**config.mk**
```make
export PLATFORM = sky130hd
export DESIGN_NAME = maxnet_datapath
export DESIGN_NICKNAME = d
export VERILOG_FILES = /design/src/rtl/maxnet_datapath.sv
export SDC_FILE = /design/constraint.sdc
export NUM_CORES = 2
export LEC_CHECK = 0
export CAP_MARGIN = 20
export CORE_ASPECT_RATIO = 1.75
export CORE_UTILIZATION = 55
export CTS_CLUSTER_SIZE = 14
export DETAILED_ROUTE_END_ITERATION = 6
export GPL_TIMING_DRIVEN = 0
export HOLD_SLACK_MARGIN = 0.03
export PLACE_DENSITY = 0.76
export SETUP_SLACK_MARGIN = 0.5
export SLEW_MARGIN = 10
export SYNTH_ARGS = -nofsm -noshare
export SYNTH_HDL_FRONTEND = slang
export SYNTH_SLANG_ARGS = --single-unit
export TNS_END_PERCENT = 50
```
**constraint.sdc**
```tcl
create_clock -name clk -period 9.8 [get_ports clk]
set_input_delay 1.47 -clock clk [delete_from_list [all_inputs] [get_ports clk]]
set_output_delay 1.47 -clock clk [all_outputs]
set_load 0.03 [all_outputs]
```
**src/rtl/maxnet_datapath.sv**
```systemverilog
// Four-neuron MAXNET winner-take-all datapath, unsigned Q16.16.
// Each step runs FETCH (sum), MULT (inhibition), ADD (ReLU), WRITE (commit) before returning to IDLE.
module maxnet_datapath #(
  parameter logic [31:0] EPS      = 32'h0000_2000,
  parameter int          MAX_ITER = 16
) (
  input  logic        clk,
  input  logic        rst_n,
  input  logic        init,
  input  logic        step,
  input  logic [31:0] x1_in,
  input  logic [31:0] x2_in,
  input  logic [31:0] x3_in,
  input  logic [31:0] x4_in,
  output logic [31:0] y1,
  output logic [31:0] y2,
  output logic [31:0] y3,
  output logic [31:0] y4,
  output logic        busy,
  output logic        write_reg,
  output logic        done,
  output logic        timeout,
  output logic [7:0]  iter_cnt,
  output logic [2:0]  state_dbg
);

  // Handshake: step is a one-cycle request sampled only in IDLE while done, timeout and init are low;
  // write_reg is a one-cycle pulse in the cycle y1..y4 first show the committed values.
  typedef enum logic [2:0] {
    S_IDLE  = 3'd0,
    S_FETCH = 3'd1,
    S_MULT  = 3'd2,
    S_ADD   = 3'd3,
    S_WRITE = 3'd4
  } state_t;

  state_t state_q, state_d;

  logic [3:0][31:0] y_q, y_d;
  logic [3:0][49:0] p_q, p_d;
  logic [3:0][31:0] n_q, n_d;
  logic [33:0]      s_q, s_d;
  logic             busy_q, busy_d;
  logic             write_reg_q, write_reg_d;
  logic             done_q, done_d;
  logic             timeout_q, timeout_d;
  logic [7:0]       iter_cnt_q, iter_cnt_d;
  // Low on the first edge after reset release so a step held across release is dropped.
  logic             run_q, run_d;
  logic             win_found;

  always_comb begin
    win_found = ($countones({n_q[3] != '0, n_q[2] != '0, n_q[1] != '0, n_q[0] != '0}) <= 1);
  end

  always_comb begin
    state_d     = state_q;
    y_d         = y_q;
    p_d         = p_q;
    n_d         = n_q;
    s_d         = s_q;
    write_reg_d = 1'b0;
    done_d      = done_q;
    timeout_d   = timeout_q;
    iter_cnt_d  = iter_cnt_q;
    run_d       = 1'b1;

    if (init) begin
      state_d    = S_IDLE;
      y_d        = {x4_in, x3_in, x2_in, x1_in};
      done_d     = 1'b0;
      timeout_d  = 1'b0;
      iter_cnt_d = 8'd0;
    end else begin
      case (state_q)
        S_IDLE: begin
          if (step && run_q && !done_q && !timeout_q) state_d = S_FETCH;
        end
        S_FETCH: begin
          s_d     = 34'(y_q[0]) + 34'(y_q[1]) + 34'(y_q[2]) + 34'(y_q[3]);
          state_d = S_MULT;
        end
        S_MULT: begin
          // S - y_i is never negative since S contains y_i.
          for (int i = 0; i < 4; i++) begin
            p_d[i] = 50'((66'(EPS) * 66'(s_q - 34'(y_q[i]))) >> 16);
          end
          state_d = S_ADD;
        end
        S_ADD: begin
          for (int i = 0; i < 4; i++) begin
            n_d[i] = ({18'd0, y_q[i]} > p_q[i]) ? (y_q[i] - p_q[i][31:0]) : 32'd0;
          end
          state_d = S_WRITE;
        end
        S_WRITE: begin
          y_d         = n_q;
          write_reg_d = 1'b1;
          iter_cnt_d  = (iter_cnt_q == 8'hFF) ? 8'hFF : iter_cnt_q + 8'd1;
          done_d      = win_found;
          timeout_d   = (({1'b0, iter_cnt_q} + 9'd1) == 9'(MAX_ITER)) && !win_found;
          state_d     = S_IDLE;
        end
        default: state_d = S_IDLE;
      endcase
    end

    busy_d = (state_d != S_IDLE);
  end

  always_ff @(posedge clk or negedge rst_n) begin
    if (!rst_n) begin
      state_q     <= S_IDLE;
      y_q         <= '0;
      p_q         <= '0;
      n_q         <= '0;
      s_q         <= '0;
      busy_q      <= 1'b0;
      write_reg_q <= 1'b0;
      done_q      <= 1'b0;
      timeout_q   <= 1'b0;
      iter_cnt_q  <= 8'd0;
      run_q       <= 1'b0;
    end else begin
      state_q     <= state_d;
      y_q         <= y_d;
      p_q         <= p_d;
      n_q         <= n_d;
      s_q         <= s_d;
      busy_q      <= busy_d;
      write_reg_q <= write_reg_d;
      done_q      <= done_d;
      timeout_q   <= timeout_d;
      iter_cnt_q  <= iter_cnt_d;
      run_q       <= run_d;
    end
  end

  assign y1        = y_q[0];
  assign y2        = y_q[1];
  assign y3        = y_q[2];
  assign y4        = y_q[3];
  assign busy      = busy_q;
  assign write_reg = write_reg_q;
  assign done      = done_q;
  assign timeout   = timeout_q;
  assign iter_cnt  = iter_cnt_q;
  assign state_dbg = state_q;

endmodule

```
* Word-level counts from Yosys, hierarchy flattened
Index checks and enable logic that the tools add are counted.
** Storage, ports and cells
- Register bits :: 506
- Output and inout port bits :: 143
- Word-level logic and storage cells :: 83
** Cells by class
- Bitwise operators :: 1
- Multiplexer cells :: 18
- Reduce and logical (&&, ||, !) cells :: 17
- Magnitude comparators :: 5
- Add/subtract/negate cells :: 16
- Equality and inequality tests :: 6
** Operator list (count)
- 128-bit 2-to-1 mux :: 2
- 32-bit by 50-bit greater-than comparator with 1-bit output :: 4
- 34-bit by 32-bit subtractor with 35-bit output :: 4
- 32-bit 2-to-1 mux :: 4
- 32-bit nonzero test :: 4
- 32-bit subtractor :: 4
- 33-bit by 32-bit adder with 34-bit output :: 1
- 34-bit by 32-bit adder with 34-bit output :: 1
- 32-bit by 32-bit adder with 33-bit output :: 1
- 8-bit 2-to-1 mux :: 3
- 3-bit one-hot mux with 4 select lines :: 1
- 8-bit by 1-bit adder with 9-bit output (second input constant) :: 1
- 9-bit by 5-bit == test with 1-bit output (second input constant) :: 1
- 8-bit by 1-bit adder with 8-bit output (second input constant) :: 1
- 8-bit == test (second input constant) :: 1
- 3-bit by 2-bit == test with 1-bit output (second input constant) :: 2
- 1-bit 2-to-1 mux :: 6
- 3-bit 2-to-1 mux :: 2
- 2-bit AND reduction :: 3
- 1-bit by 1-bit adder with 2-bit output :: 2
- 1-bit logical AND :: 4
- 2-bit by 2-bit adder with 3-bit output :: 1
- 3-bit by 1-bit == test with 1-bit output (second input constant) :: 1
- 3-bit == test (second input constant) :: 1
- 6 further kinds :: 8

* Longest topological paths before layout
- Depth in word-level cells :: 8
- Depth in mapped cells :: 17

* Least setup slack after synthesis
OpenSTA, ideal clock, no wires.
- Path type :: reg2reg
- Start point :: reg y_q, in the netlist y1[1]
- End point :: reg s_q[25]
- Data required time :: 9680 ps
- Library setup time :: 120 ps
- Stages on the path, launching flop included :: 18
- Period minus slack after synthesis :: 4716 ps
- Arrival time :: 4596 ps
- Setup slack :: 5084 ps
- Cells stage by stage :: dfrtp_1 -> inv_1 -> fa_1 -> inv_1 -> fa_1 -> ha_1 -> fa_1 -> a21oi_1 -> o21ai_1 -> a2111oi_0 -> o21bai_1 -> a41o_1 -> a21oi_1 -> o21ai_1 -> a211oi_2 -> o211ai_1 -> a211o_1 -> a31o_2
** On the way
- Longest elaborated chain between the ends :: 3
** RTL lines
- from (decl) :: RTL line 39 : logic [3:0][31:0] y_q, y_d;
- from (signal assigned) :: RTL line 126 : y_q <= y_d;
- 32-bit by 32-bit adder with 33-bit output :: RTL line 80 : s_d = 34'(y_q[0]) + 34'(y_q[1]) + 34'(y_q[2]) + 34'(y_q[3]);
- 33-bit by 32-bit adder with 34-bit output :: RTL line 80
- 34-bit by 32-bit adder with 34-bit output :: RTL line 80
- to (signal assigned) :: RTL line 117 : s_q <= '0;
- to (signal assigned) :: RTL line 129 : s_q <= s_d;
- to (decl) :: RTL line 42 : logic [33:0] s_q, s_d;
Every way passes these cells.
A chain may end at the register's enable or synchronous reset.

* Worst setup path in the final report
Ends and elaborated chain as after synthesis.

==> flow_metrics.py <==
metrics = {
    "global_routing": {
        "grt_max_degree": 108,
        "grt_pass1_vias": 30400,
        "grt_first_pass_wirelength_um": 180000,
        "antenna_found_initial": 4,
        "global_route.overflow_total": 0,
        "grt_usage": 0.415,
    },
    "min_path": {
        "worstHoldPathCells": 2,
        "hold_path_class": "reg -> reg",
    },
    "layout": {
        "reg_top3": "n_q (128), p_q (128), s_q (34)",
        "fin_util": 0.649,
        "post_layout_nonfiller_instances": 4956,
        "area.growth.synth_to_final_pct": 16.7,
        "design.final.nets": 4634,
        "drive_above_1_share": 0.0345,
    },
    "critical_path": {
        "critical_path_at_ns": 5.83,
        "critical-path-top-cell-by-count": "sky130_fd_sc_hd__fa_1",
        "path_buf_inv": 2,
        "crit_path_max_incr_delay_ns": 0.58,
        "critical_path_required_ns": 10.31,
        "critPathTopFamily": "compound AO/OA/AOI/OAI gates",
        "timing.critical_path.from_type": "register",
        "critical_path_depth": 17,
        "worstSetupEndpointType": "register",
        "critical_path_class": "reg -> reg",
        "worstPathCellList": "inv_1 > fa_1 > inv_1 > fa_1 > ha_1 > fa_1 > a21oi_1 > o21ai_1 > a2111oi_0 > o21bai_1 > a41o_1 > a21oi_1 > o21ai_1 > a211oi_2 > o211ai_1 > a211o_1 > a31o_2",
        "crit_slowest_cell": "sky130_fd_sc_hd__fa_1",
        "timing.reg2reg.worst_path_depth": 17,
        "cp_max_fo": 4,
    },
    "clock_tree": {
        "clk_root_buffer_cell": "sky130_fd_sc_hd__clkbuf_16",
        "number_of_clock_buffers_inserted_by_tritoncts": 45,
        "clk_latency_ns": 0.62,
        "numClockSinks": 434,
        "ctsResizeCount": 0,
        "cts.repair_timing.setup_buffer_count": 0,
        "htreeDepth": 2,
        "tritoncts": "done",
        "cts.reportedPaths.clkPinSlew_ns": 0.07,
        "cts.path.max_buffers": 3,
        "cts_hold_repair.buffers": 0,
    },
    "pwr": {
        "p_total_mw": 11.6,
        "switching_share": 0.471,
        "switchingPower_mw": 5.47,
        "combPwrFrac": 0.592,
        "cellLeakagePower_nw": 18.0,
        "seq_power_share": 0.250,
        "power_frac_clock": 0.158,
        "power_density_mw_per_mm2": 308,
        "vdd_drop_max_mv": 0.152,
        "cell_internal_power_dissipation_mw": 6.14,
    },
    "floorplanning": {
        "core_area_mm2": 0.0581,
        "floorplan.rows": 117,
        "chipWidth_um": 185,
        "initial_cell_density_of_the_core": 0.556,
        "ios": 275,
        "fp.dieH_um": 323,
        "die-area_mm2": 0.0598,
    },
    "placed_design": {
        "pre_cts_slack_ns": 4.59,
        "place.detailed.instances": 4869,
        "number_of_buffers_added_on_ports": 273,
        "post-dp-hpwl_um": 97600,
        "gp_congestion": 1.03,
    },
    "yosys": {
        "yosys.area_share.xor_xnor": 0.0656,
        "yosysTopAreaCellShare": 0.336,
        "synth.net_count": 4305,
        "synth-main-ff-cell": "sky130_fd_sc_hd__dfrtp_1",
        "fraction_of_the_yosys_area_taken_by_sequential_cells": 0.336,
        "synthArstFlopShare": 1.00,
        "main_combinational_cell_family_by_area_after_synthesis": "compound AO/OA/AOI/OAI gates",
        "post_synth_main_area_contributors": "sky130_fd_sc_hd__dfrtp_1 (34%), sky130_fd_sc_hd__ha_1 (11%), sky130_fd_sc_hd__o21ai_0 (6.5%)",
        "yosys.area_share.adder": 0.154,
        "yosys-mux-area-fraction": 0.000968,
        "synthSimpleGateAreaFrac": 0.141,
        "synth_area_per_cell_um2": 8.46,
        "synth.top_cells.by_count": "sky130_fd_sc_hd__dfrtp_1 (434), sky130_fd_sc_hd__nand2_1 (433), sky130_fd_sc_hd__o21ai_0 (421), sky130_fd_sc_hd__inv_1 (389), sky130_fd_sc_hd__a21oi_1 (340)",
        "synthDistinctLibCells": 89,
        "synthDominantAreaCellType": "sky130_fd_sc_hd__dfrtp_1",
        "yosysMostFrequentCell": "sky130_fd_sc_hd__dfrtp_1",
        "mapped_area_mm2": 0.0323,
        "synth-compound-area-share": 0.240,
        "synth_seq_cells": 434,
        "synth-edff-count": 0,
        "ys_warn_count": 0,
        "synthesis.instances": 3817,
    },
    "run_status": {
        "run_status": "completed",
    },
    "sta": {
        "post-route-period-util": 0.543,
        "final.setup.worst_slack_ns": 4.48,
        "max_freq_mhz": 188,
        "fin_hold_ws_ns": 0.480,
        "grt_setup_unrepaired": "false",
        "clock-skew-final_ns": 0.0273,
        "setup-violations-final": 0,
        "worstMarginPinSlew_ns": 1.23,
        "slew-limit-headroom": 0.178,
        "finalWorstPathRequiredPeriod_ns": 5.32,
        "final-max-slew-violation-count": 0,
        "hold_violations": 0,
    },
    "detailed_routing": {
        "routed-via-count": 30500,
        "wl_per_cell_um": 24.8,
        "first_iter_violations": 2211,
        "drcViolationCount": 0,
        "dr.pass1.iters": 6,
        "avgViaCountPerCell": 6.16,
        "final_antenna_net_count": 0,
        "wl_um": 123000,
    },
    "flow_run": {
        "timing.max_cap.violations": 0,
    },
}
## area by class of cell
cell class | count | area (µm²)
Clock inverter | 20 | 245
Fill cell | 5200 | 20400
Inverter | 390 | 1460
Buffer | 136 | 529
Timing Repair Buffer | 282 | 2910
Multi-Input combinational cell | 2857 | 19500
Tap cell | 773 | 967
Antenna cell | 4 | 10.0
Clock buffer | 60 | 1270
Sequential cell | 434 | 10900
## tightest hold or removal path, stage by stage, from the launching register on
cell and delay [ns]:
sky130_fd_sc_hd__dfrtp_1 0.34, sky130_fd_sc_hd__nand2_1 0.04, sky130_fd_sc_hd__o21ai_0 0.06
## metal layers
layer  vias to the layer above  track usage  routed length, µm
li1                      14000            -                  -
met1                     14600        0.424              41600
met2                      1420        0.691              58600
met3                       579       0.0769               8200
met4                         2        0.424              14600
met5                         -            0                 12
## logic make-up (layout without fill, tap and decap cells)
kind of cell               Yosys count  count (layout)
muxes                                3               3
xor gates and xnor gates           242             242
DFF                                434             434
adders and majority gates          356             356
and+or+nand+nor                   1014            1014
AOI/OAI and AO/OA                 1241            1241
buffers and inverters              526             888
other                                1               5
## power groups by stage
stage	registers [mW]	logic, mW	clock network [mW]
6_report	2.91	6.87	1.83
5_1_grt	2.92	7.50	1.90
4_1_cts	2.87	6.75	1.85
3_5_place_dp	2.90	6.70	0
3_3_place_gp	2.89	6.61	0
2_1_floorplan	2.67	4.97	0
## worst paths after layout
kind | startpoint | endpoint | slack [ns]
max | y1[1] | s_q[25] | 4.48
min | p_q[125] | p_q[125] | 0.48
max reg2reg | y1[1] | s_q[25] | 4.48
min reg2reg | p_q[125] | p_q[125] | 0.48
max in group asynchronous | rst_n | p_q[18] | 7.68
min in group asynchronous | rst_n | n_q[80] | 0.74
## layout by cell type (no fill, tap or decap), types with 10 or more instances in the layout
| cell type | synthesis | final |
|---|---|---|
| sky130_fd_sc_hd__clkbuf_1 | 125 | 128 |
| sky130_fd_sc_hd__clkdlybuf4s50_1 | 0 | 272 |
| sky130_fd_sc_hd__o21ai_1 | 11 | 11 |
| sky130_fd_sc_hd__clkbuf_16 | 0 | 45 |
| sky130_fd_sc_hd__xnor2_1 | 128 | 128 |
| sky130_fd_sc_hd__o21ai_0 | 421 | 421 |
| sky130_fd_sc_hd__a22o_1 | 78 | 78 |
| sky130_fd_sc_hd__and3_1 | 25 | 25 |
| sky130_fd_sc_hd__xor2_1 | 114 | 114 |
| sky130_fd_sc_hd__inv_1 | 389 | 389 |
| sky130_fd_sc_hd__and2_1 | 10 | 10 |
| sky130_fd_sc_hd__o31ai_1 | 19 | 19 |
| sky130_fd_sc_hd__nand4_1 | 51 | 51 |
| sky130_fd_sc_hd__nor2_1 | 262 | 262 |
| sky130_fd_sc_hd__a21oi_1 | 340 | 340 |
| sky130_fd_sc_hd__nand2b_1 | 30 | 30 |
| sky130_fd_sc_hd__ha_1 | 287 | 287 |
| sky130_fd_sc_hd__nor4_1 | 39 | 38 |
| sky130_fd_sc_hd__o21bai_1 | 36 | 36 |
| sky130_fd_sc_hd__dfrtp_1 | 434 | 434 |
| sky130_fd_sc_hd__o21a_1 | 33 | 33 |
| sky130_fd_sc_hd__a211oi_1 | 19 | 19 |
| sky130_fd_sc_hd__nand2_1 | 433 | 433 |
| sky130_fd_sc_hd__or3_1 | 11 | 11 |
| sky130_fd_sc_hd__a21o_1 | 149 | 149 |
| sky130_fd_sc_hd__a31oi_1 | 14 | 14 |
| sky130_fd_sc_hd__nor3_1 | 30 | 30 |
| sky130_fd_sc_hd__nor2b_1 | 36 | 36 |
| sky130_fd_sc_hd__fa_1 | 69 | 69 |
| sky130_fd_sc_hd__nand3_1 | 46 | 46 |
## metrics by stage
step,TNS (ns),instance area [µm²]
2_1_floorplan,0,32300
3_3_place_gp,-5164.09,36000
3_5_place_dp,0,36200
4_1_cts,0,37700
5_1_grt,0,37700
6_report,0,37700
Power figures use the tool's default switching activity.
